## src/rtl/mem_arbiter.sv

```systemverilog
// rtl/mem_arbiter.sv - instruction/data arbiter for a single-port memory with starvation guard
module mem_arbiter #(
    parameter int WIDTH  = 64,
    parameter int STARVE = 4
) (
    input  logic             clk,
    input  logic             rst,
    input  logic             i_req,
    input  logic [WIDTH-1:0] i_addr,
    output logic             i_ack,
    output logic [WIDTH-1:0] i_rdata,
    input  logic             d_req,
    input  logic             d_we,
    input  logic [WIDTH-1:0] d_addr,
    input  logic [WIDTH-1:0] d_wdata,
    output logic             d_ack,
    output logic [WIDTH-1:0] d_rdata,
    output logic             mem_req,
    output logic             mem_we,
    output logic [WIDTH-1:0] mem_addr,
    output logic [WIDTH-1:0] mem_wdata,
    input  logic [WIDTH-1:0] mem_rdata,
    input  logic             mem_ack
);

    typedef enum logic [1:0] {
        IDLE = 2'd0,
        IGNT = 2'd1,
        DGNT = 2'd2,
        DONE = 2'd3
    } state_t;

    localparam logic [3:0] STARVE_LIM = 4'(STARVE);

    state_t     state;
    state_t     state_nxt;
    logic [3:0] waitcnt;
    logic       starve;
    logic       grant_i;
    logic       grant_d;
    logic       complete;

    // Once data has won STARVE times in a row over a waiting fetch, the fetch wins.
    assign starve = i_req && (waitcnt >= STARVE_LIM);

    always_ff @(posedge clk or negedge rst) begin
        if (!rst) begin
            state <= IDLE;
        end else begin
            state <= state_nxt;
        end
    end

    always_comb begin
        state_nxt = state;
        grant_i   = 1'b0;
        grant_d   = 1'b0;
        complete  = 1'b0;
        case (state)
            IDLE: begin
                if (d_req && !starve) begin
                    state_nxt = DGNT;
                    grant_d   = 1'b1;
                end else if (i_req) begin
                    state_nxt = IGNT;
                    grant_i   = 1'b1;
                end
            end
            IGNT, DGNT: begin
                if (mem_ack) begin
                    state_nxt = DONE;
                    complete  = 1'b1;
                end
            end
            DONE: state_nxt = IDLE;
            default: state_nxt = IDLE;
        endcase
    end

    always_ff @(posedge clk or negedge rst) begin
        if (!rst) begin
            waitcnt <= 4'd0;
        end else if (grant_i) begin
            waitcnt <= 4'd0;
        end else if (grant_d && i_req && (waitcnt != 4'hF)) begin
            waitcnt <= waitcnt + 4'd1;
        end
    end

    // Memory-side request: address/we/wdata latched at grant and held until completion.
    always_ff @(posedge clk or negedge rst) begin
        if (!rst) begin
            mem_req   <= 1'b0;
            mem_we    <= 1'b0;
            mem_addr  <= '0;
            mem_wdata <= '0;
        end else if (grant_i) begin
            mem_req   <= 1'b1;
            mem_we    <= 1'b0;
            mem_addr  <= i_addr;
            mem_wdata <= '0;
        end else if (grant_d) begin
            mem_req   <= 1'b1;
            mem_we    <= d_we;
            mem_addr  <= d_addr;
            mem_wdata <= d_wdata;
        end else if (complete) begin
            mem_req   <= 1'b0;
        end
    end

    always_ff @(posedge clk or negedge rst) begin
        if (!rst) begin
            i_ack   <= 1'b0;
            d_ack   <= 1'b0;
            i_rdata <= '0;
            d_rdata <= '0;
        end else begin
            i_ack <= complete && (state == IGNT);
            d_ack <= complete && (state == DGNT);
            if (complete && (state == IGNT)) begin
                i_rdata <= mem_rdata;
            end
            // Writes leave the last read value visible on d_rdata.
            if (complete && (state == DGNT) && !mem_we) begin
                d_rdata <= mem_rdata;
            end
        end
    end

endmodule

```

## config.mk

```make
export PLATFORM = sky130hd
export DESIGN_NAME = mem_arbiter
export DESIGN_NICKNAME = d
export VERILOG_FILES = /design/src/rtl/mem_arbiter.sv
export SDC_FILE = /design/constraint.sdc
export NUM_CORES = 1
export LEC_CHECK = 0
export ABC_AREA = 1
export CORE_AREA = 2 2 205 207
export CTS_CLUSTER_SIZE = 12
export DETAILED_ROUTE_END_ITERATION = 10
export DIE_AREA = 0 0 207 209
export SYNTH_ARGS = -nofsm -noshare
export SYNTH_HDL_FRONTEND = slang
export SYNTH_SLANG_ARGS = --single-unit
```

## constraint.sdc

```tcl
create_clock -name clk -period 2.19 [get_ports clk]
set_clock_uncertainty 0.05 [all_clocks]
set_input_delay 0.657 -clock clk [delete_from_list [all_inputs] [get_ports clk]]
set_output_delay 0.657 -clock clk [all_outputs]
set_load 0.1 [all_outputs]
```

After elaboration in Yosys (flattened, before gate mapping)
Cells that the tools add are included.

cells by class
  reduce and logical (&&, ||, !) cells = 15
  mux-type cells = 22
  equal/unequal tests = 6
  shift operators = 0
  div/mod/pow operators = 0
  add/subtract/negate cells = 1
  $lt $le $gt $ge = 1
  bitwise gates (word level) = 0
  $mul = 0

operators by type and width
  operator                                                                              number
  64-bit two-way mux                                                                    4
  1-bit two-way mux                                                                     12
  4-bit two-way mux                                                                     2
  1-bit logical AND                                                                     7
  2-bit two-way mux                                                                     3
  2-bit case mux with 3 select lines                                                    1
  4-bit by 1-bit adder with 4-bit output (second input constant)                        1
  2-bit == test (second input constant)                                                 2
  4-bit by 3-bit greater-or-equal comparator with 1-bit output (second input constant)  1
  4-bit != test (second input constant)                                                 1
  2-bit nonzero test                                                                    2
  3-bit != test (second input constant)                                                 1
  3-bit nonzero test                                                                    1
  2-bit by 1-bit == test with 1-bit output (second input constant)                      1
  1-bit zero test                                                                       2
  2-bit zero test                                                                       1
  2-bit != test (second input constant)                                                 1
  2-bit AND reduction                                                                   1
  2-bit OR reduction                                                                    1

word-level totals
  latch bits = 0
  memories = 0
  bits in read-only memories = 0
  output and inout port bits = 260
  RAM bits = 0
  input bits = 262
  register bits after elaboration = 266
  word-level logic and storage cells = 55

Depth between registers and ports, before layout
  depth after elaboration = 10
  depth in mapped cells = 10
  gate-level depth less buffers = 8

Least setup slack after synthesis
OpenSTA, ideal clock, no wires.

  kind = register to register
  start = reg mem_we
  end = reg d_rdata[23]
  data required time = 2010 ps
  arrival = 1640 ps
  slack = 369 ps
  stages on the path, launching flop included = 6
  period minus slack after synthesis = 1821 ps
  buffers on the path = 2
  setup time = 130 ps
  cells stage by stage = dfrtp_1 inv_1 nand2_1 buf_2 clkbuf_1 o21ai_1

on the way
  longest elaborated chain between the ends = 2

RTL lines
  item                      line  RTL
  start: declaration        19    output logic mem_we,
  start signal: assignment  104   mem_we <= d_we;
  1-bit zero test           125   if (complete && (state == DGNT) && !mem_we) begin
  1-bit logical AND         125
  end signal: assignment    126   d_rdata <= mem_rdata;
  end: declaration          17    output logic [WIDTH-1:0] d_rdata,

No other way between the ends.
A chain may end at the register's enable or synchronous reset.

Final worst setup path
  start = reg d_rdata[39]
  end = out d_rdata[39]

No word-level cell between the ends.

==> flow_metrics.py <==
metrics = {
    "synth": {
        "syn_inst": 1353,
        "post_synth_num_cell_types": 21,
        "synth_top_area_share_pct": 59.1,
        "synth_area_leader_cell": "dfrtp_1",
        "syn-num-nets": 1619,
        "synth.area.top_cells": "dfrtp_1 59%, nand2_1 18%, inv_1 6.7%, nand3_1 5.8%, o21ai_0 4.8%",
        "yosysWarnings": 0,
        "syn_avg_cell_area_sq_um": 8.33,
        "yosysSeqAreaShare_pct": 59.1,
        "ys_ff_latch": 266,
        "syn_area_sq_um": 11300,
    },
    "clocking": {
        "numCtsBuffers": 34,
        "cts_setup_buffers": 0,
        "cts_tree": "done",
        "cts-root-buf": "clkbuf_16",
        "cts_max_path_buffers": 3,
        "htreeDepth": 2,
        "clk_latency_ns": 0.52,
        "clk_pin_slew_worst_paths_ns": 0.06,
        "clock_sinks": 266,
    },
    "run": {
        "maxCapViolCount": 0,
    },
    "grt": {
        "grt_pass1_vias": 10800,
        "grt_pass1_wl_um": 63800,
        "grt_overflow": 0,
        "antenna_found_initial": 2,
        "gr-usage-all-layers_pct": 18.8,
        "grt_max_degree": 89,
    },
    "sta": {
        "layout_min_cycle_time_ns": 1.90,
        "max_clock_freq_ghz": 0.526,
        "finalSetupViolCount": 0,
        "max_slew.worst_pin.slew_ns": 0.403,
        "period_share_pct": 86.9,
        "hold_viol": 0,
        "whs_ns": 0.446,
        "maxSlewViolCount": 0,
        "rsz0062_at_grt": "no",
        "relSlewSlack_pct": 73.1,
    },
    "critical_path": {
        "start_kind": "register",
        "criticalPathCategory": "reg2out",
        "crit_required_ns": 1.48,
        "critical_path.top_delay_family": "flip-flops",
        "cp_max_fo": 2,
        "critPathSlowestCell": "dfrtp_1",
        "crit_buf_inv": 1,
        "slowest_delay_ns": 0.45,
        "cp-end-kind": "output pin",
        "path_cells": "buf_12",
        "cp.arrival_ns": 1.20,
    },
    "finish": {
        "final_common_cell": "nand2_1",
        "drive_above_1_share_pct": 19.7,
        "stdcell_count": 2445,
        "final_cell_mix": "524 x nand2_1, 281 x buf_12, 266 x dfrtp_1",
        "fill_cells": 3673,
        "synthToLayoutAreaGrowth_pct": 87.3,
        "nets": 2146,
    },
    "die": {
        "start_util_pct": 27.3,
        "fp.dieH_um": 209,
        "rows": 75,
        "ios": 522,
        "die-area_sq_um": 43300,
        "dieWidth_um": 207,
        "coreArea_sq_um": 41300,
    },
    "drt": {
        "met1_length_um": 16300,
        "wl_per_cell_um": 16.6,
        "highest_layer": "met4",
        "firstDrtPassIters": 5,
        "vias": 10600,
        "ant_nets": 0,
        "drt-total-wl_um": 40600,
        "routed_via_density": 4.33,
        "drc": 0,
        "drtIter0Drc": 711,
        "met3_length_um": 2410,
        "wl_met2_um": 20700,
    },
    "outcome": {
        "status": "completed",
    },
    "placed_design": {
        "dp_hpwl_um": 31000,
        "io_buffers": 521,
        "gp_congestion": 0.830,
        "dp_cells": 2382,
    },
    "worst_hold_path": {
        "hold_class": "reg2reg",
    },
}
[cell usage after synthesis, drive strengths merged]
| library cell | number |
|---|---|
| dfrtp | 266 |
| o21ai | 133 |
| ha | 4 |
| clkinv | 1 |
| buf | 61 |
| nand3 | 130 |
| a21boi | 2 |
| a21oi | 1 |
| nand2 | 529 |
| clkbuf | 16 |
| inv | 204 |
| xnor2 | 1 |
| nor2 | 5 |
[cell families (layout without fill, tap and decap cells)]
logic type               Yosys count  in the layout  share of synthesized area, %
AO/OA/AOI/OAI                    136            136                          6.12
other                              0              2                             0
XOR/XNOR                           1              1                        0.0777
buffers and inverters            282            833                          10.7
adder cells (fa/ha/maj)            4              4                         0.444
AND/OR/NAND/NOR                  664            664                          23.6
flip-flops                       266            266                          59.1
[registers in the layout, summed over array words and instances, names as in the netlist]
register   cells
mem_we         1
waitcnt        4
mem_wdata     64
d_ack          1
d_rdata       64
state          2
i_rdata       64
mem_addr      64
i_ack          1
mem_req        1
[metrics by stage]
step / setup TNS (ns) / util [%] / setup WS, ns / instance area (sq um)
5_1_grt: 0 / 51.1 / 0.235 / 21100
3_3_place_gp: 0 / 48.4 / 0.0171 / 20000
3_5_place_dp: -0.106 / 48.4 / -0.0205 / 20000
2_1_floorplan: 0 / - / 0.369 / 11300
6_report: 0 / 51.1 / 0.288 / 21100
4_1_cts: 0 / 51.1 / 0.263 / 21100
[worst paths after layout]
path	slack [ns]	start	cells past startpoint	endpoint
worst max-delay path	0.29	d_rdata[39]$_DFFE_PN0P_	1	d_rdata[39]
worst min-delay path	0.45	waitcnt[0]$_DFFE_PN0P_	1	waitcnt[0]$_DFFE_PN0P_
worst max register to register	0.43	state[0]$_DFFE_PN0P_	9	mem_addr[5]$_DFFE_PN0P_
worst min register to register	0.45	waitcnt[0]$_DFFE_PN0P_	1	waitcnt[0]$_DFFE_PN0P_
max in group asynchronous	0.82	rst	3	mem_addr[19]$_DFFE_PN0P_
min in group asynchronous	0.59	rst	2	d_rdata[1]$_DFFE_PN0P_
[routing by layer]
| layer | up-vias | global-route usage (%) |
|---|---|---|
| li1 | 5165 | - |
| met1 | 4975 | 22.7 |
| met2 | 373 | 32.7 |
| met3 | 73 | 4.52 |
| met4 | 0 | 6.50 |
| met5 | - | 0 |
[repair_timing]
action,4_1_cts,5_1_grt
setup endpoints to repair,0,0
hold endpoints to repair,32,0
gates resized for setup,0,0
hold buffers,1,0
[cell type report]
class | count | area [sq um] | area share (%)
Inverter | 205 | 773 | 3.66
Tap cell | 539 | 674 | 3.19
Clock inverter | 12 | 95.1 | 0.450
Timing Repair Buffer | 568 | 8440 | 40.0
Sequential cell | 266 | 6660 | 31.5
Antenna cell | 2 | 5.00 | 0.0237
Clock buffer | 48 | 1020 | 4.85
Multi-Input combinational cell | 805 | 3440 | 16.3
Power is left out: the tool's default activity adds up to more than one toggle a clock period on the data nets, which glitch-free logic cannot reach.
